File: config.mk
export PLATFORM = sky130hd
export DESIGN_NAME = portal_msg_arbiter
export DESIGN_NICKNAME = d
export VERILOG_FILES = /design/src/rtl/portal_msg_arbiter.sv
export SDC_FILE = /design/constraint.sdc
export NUM_CORES = 1
export LEC_CHECK = 0
export ABC_AREA = 1
export CORE_ASPECT_RATIO = 1.1
export CORE_MARGIN = 5
export CORE_UTILIZATION = 50
export DETAILED_ROUTE_END_ITERATION = 16
export PLACE_DENSITY = 0.95
export SYNTH_ARGS = -nofsm -noshare
export SYNTH_HDL_FRONTEND = slang
export SYNTH_SLANG_ARGS = --single-unit
File: constraint.sdc
create_clock -name CLK -period 5.1 [get_ports CLK]
set_input_delay 0.51 -clock CLK [delete_from_list [all_inputs] [get_ports CLK]]
set_output_delay 0.51 -clock CLK [all_outputs]
set_load 0.02 [all_outputs]
File: src/rtl/portal_msg_arbiter.sv
// Round-robin arbiter sharing the msgSource channel among NUM_REQ portal requesters.
// A grant is held for a whole message, sized by the length field of its header beat.
module portal_msg_arbiter #(
  parameter int unsigned NUM_REQ    = 4,
  parameter int unsigned DATA_WIDTH = 32
) (
  input  logic                          CLK,
  input  logic                          RST_N,
  input  logic [NUM_REQ-1:0]            req_src_rdy,
  input  logic [NUM_REQ*DATA_WIDTH-1:0] req_beat,
  output logic [NUM_REQ-1:0]            req_dst_rdy_b,
  output logic                          msgSource_src_rdy,
  output logic [DATA_WIDTH-1:0]         msgSource_beat,
  input  logic                          msgSource_dst_rdy_b,
  output logic                          busy,
  output logic [$clog2(NUM_REQ)-1:0]    grant_idx,
  output logic [31:0]                   msg_count
);

  localparam int unsigned IdxW = $clog2(NUM_REQ);
  localparam int unsigned LenW = 16;

  localparam logic [1:0] IDLE = 2'd0;
  localparam logic [1:0] HDR  = 2'd1;
  localparam logic [1:0] BODY = 2'd2;

  logic [1:0]      state;
  logic [1:0]      stateNext;
  logic [IdxW-1:0] rrPtr;
  logic [IdxW-1:0] rrPtrNext;
  logic [IdxW-1:0] grantNext;
  logic [LenW-1:0] remaining;
  logic [LenW-1:0] remainingNext;
  logic [31:0]     msgCountNext;
  logic            granted;
  logic            xfer;
  logic            msgEnd;
  logic            winFound;
  logic [IdxW-1:0] winIdx;
  logic [LenW-1:0] hdrLen;

  // Modulo-NUM_REQ add; both operands are already below NUM_REQ.
  function automatic logic [IdxW-1:0] wrapAdd(input logic [IdxW-1:0] base,
                                               input int unsigned     off);
    int unsigned sum;
    sum = 32'(base) + off;
    if (sum >= NUM_REQ) sum = sum - NUM_REQ;
    return IdxW'(sum);
  endfunction

  assign granted = (state != IDLE);

  // Pass-through datapath steered by the held grant.
  always_comb begin
    msgSource_beat    = req_beat[DATA_WIDTH-1:0];
    msgSource_src_rdy = 1'b0;
    req_dst_rdy_b     = '0;
    for (int unsigned i = 0; i < NUM_REQ; i++) begin
      if (IdxW'(i) == grant_idx) begin
        msgSource_beat    = req_beat[i*DATA_WIDTH +: DATA_WIDTH];
        msgSource_src_rdy = granted & req_src_rdy[i];
        req_dst_rdy_b[i]  = granted & msgSource_dst_rdy_b;
      end
    end
  end

  assign xfer = msgSource_src_rdy & msgSource_dst_rdy_b;

  // A zero length field still carries the header itself.
  assign hdrLen = (msgSource_beat[LenW-1:0] == '0) ? LenW'(1) : msgSource_beat[LenW-1:0];

  // First requesting index at or after rrPtr, wrapping.
  always_comb begin
    winFound = 1'b0;
    winIdx   = rrPtr;
    for (int unsigned k = 0; k < NUM_REQ; k++) begin
      if (!winFound && req_src_rdy[wrapAdd(rrPtr, k)]) begin
        winFound = 1'b1;
        winIdx   = wrapAdd(rrPtr, k);
      end
    end
  end

  always_comb begin
    stateNext     = state;
    rrPtrNext     = rrPtr;
    grantNext     = grant_idx;
    remainingNext = remaining;
    msgCountNext  = msg_count;
    msgEnd        = 1'b0;
    case (state)
      IDLE: begin
        if (winFound) begin
          grantNext = winIdx;
          stateNext = HDR;
        end
      end
      HDR: begin
        if (xfer) begin
          if (hdrLen == LenW'(1)) begin
            msgEnd = 1'b1;
          end else begin
            remainingNext = hdrLen - LenW'(1);
            stateNext     = BODY;
          end
        end
      end
      BODY: begin
        if (xfer) begin
          remainingNext = remaining - LenW'(1);
          if (remaining == LenW'(1)) msgEnd = 1'b1;
        end
      end
      default: stateNext = IDLE;
    endcase
    if (msgEnd) begin
      stateNext    = IDLE;
      rrPtrNext    = wrapAdd(grant_idx, 1);
      msgCountNext = msg_count + 32'd1;
    end
  end

  always_ff @(posedge CLK or negedge RST_N) begin
    if (!RST_N) begin
      state     <= IDLE;
      rrPtr     <= '0;
      grant_idx <= '0;
      remaining <= '0;
      msg_count <= '0;
      busy      <= 1'b0;
    end else begin
      state     <= stateNext;
      rrPtr     <= rrPtrNext;
      grant_idx <= grantNext;
      remaining <= remainingNext;
      msg_count <= msgCountNext;
      busy      <= (stateNext != IDLE);
    end
  end

endmodule

======== Yosys cells after proc, flatten, opt, wreduce, memory -nomap -nowiden ========
Cells that the tools add are included.
cells by class
  muxes and demuxes ....................... 47
  reductions and logical operators ........ 14
  shift operators ......................... 0
  eq/ne operators ......................... 10
  $mul .................................... 0
  $lt $le $gt $ge ......................... 9
  $add $sub $neg .......................... 12
  bitwise operators ....................... 6
  div/mod/pow operators ................... 0
operators by type and width
  cell                     number
  $mux W32                 3
  $mux W16                 4
  $add A32 B1 Y32 const B  1
  $eq A16 B1 Y1 const B    2
  $pmux W16 S2             1
  $sub A16 B1 Y16 const B  2
  $mux W2                  13
  $mux W1                  20
  $logic_not A16 Y1        1
  $ge A3 B3 Y1 const B     4
  $lt A2 B3 Y1 const B     4
  $sub A2 B1 Y2 const B    5
  $bmux W1 S2              4
  $add A2 B1 Y3 const B    2
  $add A2 B2 Y3 const B    2
  $and A1 B1 Y1            6
  $ne A2 B2 Y1 const B     3
  $pmux W2 S3              1
  $reduce_bool A2 Y1       3
  $eq A2 B2 Y1 const A     2
  $logic_not A2 Y1         2
  $reduce_and A4 Y1        1
  $ge A2 B3 Y1 const B     1
  $logic_and A1 B1 Y1      3
  6 further kinds          8
word-level totals
  memory bits (writable) .................. 0
  memories ................................ 0
  word-level logic and storage cells ...... 104
  register bits ........................... 55
  bits of input ports ..................... 135
  latch bits .............................. 0
  memory bits (read-only) ................. 0

======== Depth between registers and ports, before layout ========
  depth in word-level cells ............... 18
  gate-level depth with buffers ........... 25
  gate-level depth less buffers ........... 22

======== Worst setup path after synthesis ========
No wires, ideal clock.
  kind .................................... register -> register
  start ................................... reg grant_idx[0]
  end ..................................... reg msg_count[16]
  buffers on the path ..................... 4
  setup slack ............................. 2.062 ns
  arrival time ............................ 2.916 ns
  stages on the path, launching flop included .. 22
  data required time ...................... 4.978 ns
  setup time .............................. 0.122 ns
  clock period less this slack ............ 3.038 ns
  cells stage by stage .................... dfrtp_1 -> inv_1 -> ha_1 -> inv_2 -> buf_6 -> buf_6 -> buf_6 -> nand3_1 -> nand2_1 -> nand2_1 -> nor2_1 -> nand2_2 -> nor2_2 -> nand2_2 -> nand2_1 -> ha_1 -> nand4_4 -> nand2_4 -> nand4_4 -> buf_6 -> nand2_2 -> o21ai_2
between the ends
  word-level cells in the longest chain between the ends .. 10
  elaborated cells between the ends (all ways) .. 19
  those cells by class .................... 4 x eq/ne; 12 x mux; 1 x bitwise; 2 x reduce/logical
ends and longest elaborated chain
  item                    line  text
  from (decl)             16    output logic [$clog2(NUM_REQ)-1:0] grant_idx,
  from (signal assigned)  134   grant_idx <= grantNext;
  $eq A1 B2 Y1            59    if (IdxW'(i) == grant_idx) begin
  $mux W32 (2 in a row)   59
  $mux W32 *              59
  via msgSource_beat[0]   13    output logic [DATA_WIDTH-1:0] msgSource_beat,
  $logic_not A16 Y1       70    assign hdrLen = (msgSource_beat[LenW-1:0] == '0) ? LenW'(1) : msgSource_beat[LenW-1:0];
  $mux W16 *              70
  $eq A16 B1 Y1 *         100   if (hdrLen == LenW'(1)) begin
  $mux W1 *               100
  $mux W1 *               99    if (xfer) begin
  $pmux W1 S2 *           91    case (state)
  to (signal assigned)    136   msg_count <= msgCountNext;
  to (decl)               17    output logic [31:0] msg_count
The timed path passes the listed nets; every way through them passes the cells marked *.
A chain may end at the register's enable or synchronous reset.

======== Worst setup path after layout ========
  start ................................... reg grant_idx[1]
  end ..................................... reg msg_count[22]
between the ends
  word-level cells in the longest chain between the ends .. 10
  elaborated cells between the ends (all ways) .. 19
  those cells by class .................... 4 x eq/ne; 12 x mux; 1 x bitwise; 2 x reduce/logical
ends and longest elaborated chain
  item                   line
  $eq A1 B2 Y1           59
  $mux W32 (3 in a row)  59
  $logic_not A16 Y1      70
  $mux W16               70
  $eq A16 B1 Y1          100
  $mux W1                100
  $mux W1                99
  $pmux W1 S2 *          91
Every way passes the cells marked *; elsewhere a longest branch is shown, timed or not.

==> impl_metrics.json <==
{
  "synth_top_cell_area_share_pct": 24.5,
  "first_global_vias": 6206,
  "dieArea_um2": 13500,
  "htreeDepth": 2,
  "cts_setup_buffers": 0,
  "critPathSlowestCell": "nand4_4",
  "nets": 1222,
  "overflow": 0,
  "synth_flop_cell": "dfrtp_1",
  "ys_ff_latch": 55,
  "drv_slew": 0,
  "insertion_delay_ns": 0.29,
  "grt_usage_pct": 26.8,
  "cp.arrival_ns": 4.39,
  "rows": 40,
  "die_y_um": 121,
  "crit_buf_inv": 2,
  "cts_root_buf": "clkbuf_16",
  "synth-edff-count": 0,
  "period_minus_slack_ns": 4.20,
  "cts_buffers": 5,
  "synth_top_cells_by_area": "dfrtp_1 24%, nand2_1 16%, nor2_1 6.9%",
  "avgSynthCellArea_um2": 6.32,
  "critPathTopFamily": "simple AND/OR/NAND/NOR gates",
  "fin_util_pct": 71.3,
  "rsz0062_at_grt": "false",
  "place_congestion": 1.02,
  "hold_slack_ns": 0.352,
  "instances_no_fill": 1221,
  "power.density_nw_per_um2": 463,
  "startpoint": "grant_idx[1]",
  "placed_cells_incl_taps": 1213,
  "fin_skew_ns": 0.00447,
  "totalNegativeSetupSlack_ns": 0,
  "cp-start-kind": "register",
  "area_growth_pct": 38.8,
  "ys_types": 40,
  "cts.sinks": 55,
  "netlist_area_um2": 5630,
  "r2r_slack_ns": 0.90,
  "cp_slowest_stage_delay_ns": 0.71,
  "ctsResizeCount": 0,
  "synth_nets": 1039,
  "core_um2": 11000,
  "hp-class": "primary input to asynchronous set/reset pin",
  "cellLeakagePower_nw": 3.35,
  "worst-r2r-cell-count": 17,
  "worst_pin_slew_ns": 0.922,
  "drc": 0,
  "syn_inst": 890,
  "setup_viol": 0,
  "ys_warn_count": 0,
  "max_freq_mhz": 238,
  "cts_buffer_depth": 2,
  "hold_viol": 0,
  "cts.clk_slew.worst_paths_ns": 0.07,
  "critPathMaxFanout": 46,
  "cts_tree": "yes",
  "drt.antenna.violating_nets": 0,
  "crit_chain": "inv_1 -> ha_1 -> inv_4 -> nand2_2 -> nand3_2 -> nand2_2 -> nand2_2 -> nor2_4 -> nand2_2 -> nor2_4 -> nand2_2 -> nand2_1 -> ha_1 -> nand4_4 -> nand2_4 -> nand4_4 -> o21ai_2",
  "dpl.hpwl_um": 14400,
  "async_flop_share_pct": 100,
  "ctsHoldBuffers": 0,
  "ios": 207,
  "criticalPathCategory": "register to register",
  "status": "finished, final reports clean",
  "cap_violations": 0,
  "placement.io_buffers": 206,
  "grt_max_degree": 56,
  "wire_per_inst_um": 15.1,
  "end_kind": "register",
  "firstDrtPassIters": 7,
  "wl_um": 18500,
  "p_total_w": 0.00362,
  "viasPerCell": 5.33,
  "num_vias": 6507,
  "synth_area_leader_cell": "dfrtp_1",
  "drtIter0Drc": 541,
  "drive_above_1_share_pct": 10.7,
  "required_ns": 5.28,
  "post-route-period-util_pct": 82.4,
  "peakVddDrop_mv": 0.494,
  "yosys-top-cells-count": "242 x nand2_1, 103 x nor2_1, 98 x inv_1",
  "synth.most_common_cell": "nand2_1",
  "crit_top_cell": "nand2_2",
  "r2r_end": "msg_count[22]",
  "ys_seq_area_share_pct": 24.5,
  "die_w_um": 111,
  "worst_slew_margin_rel_pct": 38.4,
  "antenna_cells": 0,
  "start_util_pct": 51.3,
  "grt_pass1_wl_um": 30100,
  "antenna_found_initial": 0,
  "rr_startpoint": "grant_idx[1]"
}
==> worst reg2reg max path, delay by kind of cell, from the launching register on <==
family / cells / cell delay (ns)
AO/OA/AOI/OAI: 1 / 0.44
adder cells (fa/ha/maj): 2 / 0.81
AND/OR/NAND/NOR: 12 / 2.01
buffers and inverters: 2 / 0.43
flip-flops: 1 / 0.41
==> per-layer routing <==
metal  track usage (%)  share of wire, %  vias up
li1                  -                 -     3208
met4              8.82               3.4        0
met3              4.54               6.8       61
met2              47.0                49      271
met1              33.7                41     2967
met5                 0                 0        -
==> flip-flops by register name, summed over array words and instances (netlist names) <==
| name | count |
|---|---|
| state | 2 |
| busy | 1 |
| remaining | 16 |
| rrPtr | 2 |
| msg_count | 32 |
| grant_idx | 2 |
==> cell families after synthesis <==
| logic type | after synthesis | share of synthesized area, % |
|---|---|---|
| flip-flops | 55 | 24.5 |
| XOR/XNOR | 27 | 4.20 |
| AO/OA/AOI/OAI | 132 | 13.7 |
| AND/OR/NAND/NOR | 524 | 43.2 |
| adder cells (fa/ha/maj) | 14 | 3.11 |
| buffers and inverters | 138 | 11.3 |
==> stage by stage <==
stage	area (µm²)	worst slack [ns]
2_1_floorplan	5630	2.06
3_3_place_gp	7660	1.08
3_5_place_dp	7660	0.972
4_1_cts	7810	0.937
5_1_grt	7810	0.501
6_report	7810	0.899
==> cells in the final DEF (no fill, tap or decap), types with 2 or more instances in the layout <==
cell,netlist,layout
or2_2,3,3
clkbuf_8,0,2
nor2_2,7,7
nor2_4,7,7
nor2_1,103,103
nor4_1,10,10
o22ai_1,2,2
nand4_4,2,2
xnor2_1,7,7
o21ai_0,61,61
inv_1,98,98
nand2_2,43,43
nor3b_1,3,3
nand3_1,56,56
o21ai_1,12,12
inv_2,4,4
nand2_4,5,5
nor3_1,22,22
nand2_1,242,242
buf_4,4,4
nand4_1,15,15
nand3_2,4,4
ha_1,14,13
xor2_1,20,20
o21ai_2,24,24
clkbuf_16,0,5
a21oi_1,27,27
o211ai_1,2,2
dfrtp_1,55,55
clkdlybuf4s50_1,0,205
==> where the power goes <==
part / switching, W / leakage, nW / internal [W]
clock: 0.000150 / 0.0772 / 0.000209
sequential: 0.000100 / 0.697 / 0.000535
combinational: 0.00163 / 2.57 / 0.000996
total: 0.00188 / 3.35 / 0.00174
==> area by class of cell <==
cell class                 count  area (µm²)
fill                         859        3150
multi-input combinational    697        3620
timing repair buffer         210        2090
clock buffer                   8         156
inverter                     104         393
tap                          147         184
sequential                    55        1380
==> worst max-delay path by stage <==
stage                          to  slack [ns]  depth (start not counted)
floorplan           msg_count[16]        2.06                         21
global placement    msg_count[12]        1.08                         18
detailed placement   msg_count[5]        0.97                         18
CTS                 msg_count[22]        0.94                         17
global route         msg_count[6]        0.50                         18
finish              msg_count[22]        0.90                         17
No activity file was read; power rests on OpenSTA's default activity.
==> RTL change: new RTL, same flow settings <==
Set the parameter `DATA_WIDTH` to 24 (it was 32).
--- a/src/rtl/portal_msg_arbiter.sv
+++ b/src/rtl/portal_msg_arbiter.sv
@@ -3,5 +3,5 @@
 module portal_msg_arbiter #(
   parameter int unsigned NUM_REQ    = 4,
-  parameter int unsigned DATA_WIDTH = 32
+  parameter int unsigned DATA_WIDTH = 24
 ) (
   input  logic                          CLK,
Ports: changed (resized msgSource_beat and req_beat); port bits go from 207 to 167. No check against the original RTL was run, so the function may have changed too.
==> RTL change against the unedited design <==
  * First-iteration DRC count shrank 42%
  * Worst setup slack gained 0.28 ns
  * Cell count shrank 12%
  * Via count shrank 11%
  * Area after synthesis shrank 9.3%
  * Total power shrank 13%
  * Global-route usage shrank 0.82 points
  * Routed wire length shrank 13%
  * Final area shrank 12%
  * Sequential cell count is the same
  * Critical endpoint is now msg_count[15]
  * Largest cell class unchanged
  * Largest power group unchanged
==> RTL change: results (changes against the unedited design) <==
- GRT Util Overall: 0.2601 (-0.008217)
- CP peak stage delay: 0.58 ns (-0.13 ns)
- Core area: 0.009937 mm^2 (-9.3%)
- Synth top area cells: dfrtp_1 (27%), nand2_1 (16%), nor2_1 (7.6%)
- Crit Path Max Fanout: 50 (+8.7%)
- Signal buf overhead: 0.2454 (-0.02173)
- Top post-synthesis cells by count: nand2_1 (214), nor2_1 (103), inv_1 (94)
- Post-layout net count: 1070 (-12%)
- Met3 GRT Util: 0.04178 (-0.003604)
- Placer Congestion: 0.9643 (-5.3%)
- Port bufs: 166 (-19%)
- Clock group: 310 uW (-14%)
- Seq/total area: 0.2003 (+0.02409)
- DP Area: 0.006754 mm^2 (-12%)
- Max VDD drop: 0.3218 mV (-35%)
- CP arrival: 4.10 ns (-0.29 ns)
- Routed length per placed instance: 14.96 um (-1.0%)
- Multi-input gates: 623 (-11%)
- Initial DRC count: 313 (-42%)
- Sw frac: 0.5159 (-0.003414)
- Met2 Track Usage GR: 0.4470 (-0.02267)
- Slew headroom: 0.3133 (-0.07107)
- Leak: 0.003007 uW (-10%)
- Seq/Total Area, Yosys: 0.2695 (+0.02499)
- Skew final: 0.01538 ns (+0.01091 ns)
- Syn Nets: 919 (-12%)
- Slowest CP cell: inv_2
- Signal inverters: 98 (-5.8%)
- Layout clock buffer count: 5 (-3)
- Seq pwr share: 0.202 (+0.027)
- Multi-input gate area: 0.003171 mm^2 (-12%)
- Final clock-cell share: 0.01729 (-0.002724)
- Total wire length: 16.07 mm (-13%)
- Vias in the first global route: 5336 (-14%)
- M1 GR Usage: 0.3390 (+0.001975)
- Status: complete, no violations
- Count of cell types in the netlist: 41 (+2.5%)
- Place WS: 1.234 ns (+0.2625 ns)
- DR vias: 5802 (-11%)
- TritonRoute pass-1 iters: 5 (-2)
- Clock Path Buffers: 2 (unchanged)
- Avg Cell Area, Syn: 6.367 um^2 (+0.68%)
- Layout cells sized above 1: 0.07442 (-0.03265)
- First-pass GRT wire length: 26.10 mm (-13%)
- Non-clock buffer count: 170 (-19%)
- Total power of the final layout: 3140 uW (-13%)
==> RTL change: cell families (layout without fill, tap and decap cells) <==
logic type | Yosys count | count (layout) | share of synthesized area
and+or+nand+nor | 461 | 461 | 0.4041
AOI/OAI and AO/OA | 115 | 115 | 0.1260
adders and majority gates | 14 | 14 | 0.03431
buffers and inverters | 124 | 276 | 0.1095
xor gates and xnor gates | 33 | 33 | 0.05660
DFF | 55 | 55 | 0.2695
==> RTL change: final timing paths <==
check                             start             to  slack [ns]  cells after the start
max                        grant_idx[0]  msg_count[15]        1.18                     19
max in group asynchronous         RST_N  msg_count[31]        4.32                      2
max reg2reg                grant_idx[0]  msg_count[15]        1.18                     19
min reg2reg                msg_count[9]   msg_count[9]        0.54                      1
min in group CLK           msg_count[9]   msg_count[9]        0.54                      1
min                               RST_N  remaining[11]        0.31                      2
==> RTL change: routing by layer <==
metal  up-vias  wire [um]
met5         -          0
met4         0        424
met3        43        931
met2       248       7989
met1      2649       6723
li1       2862          -
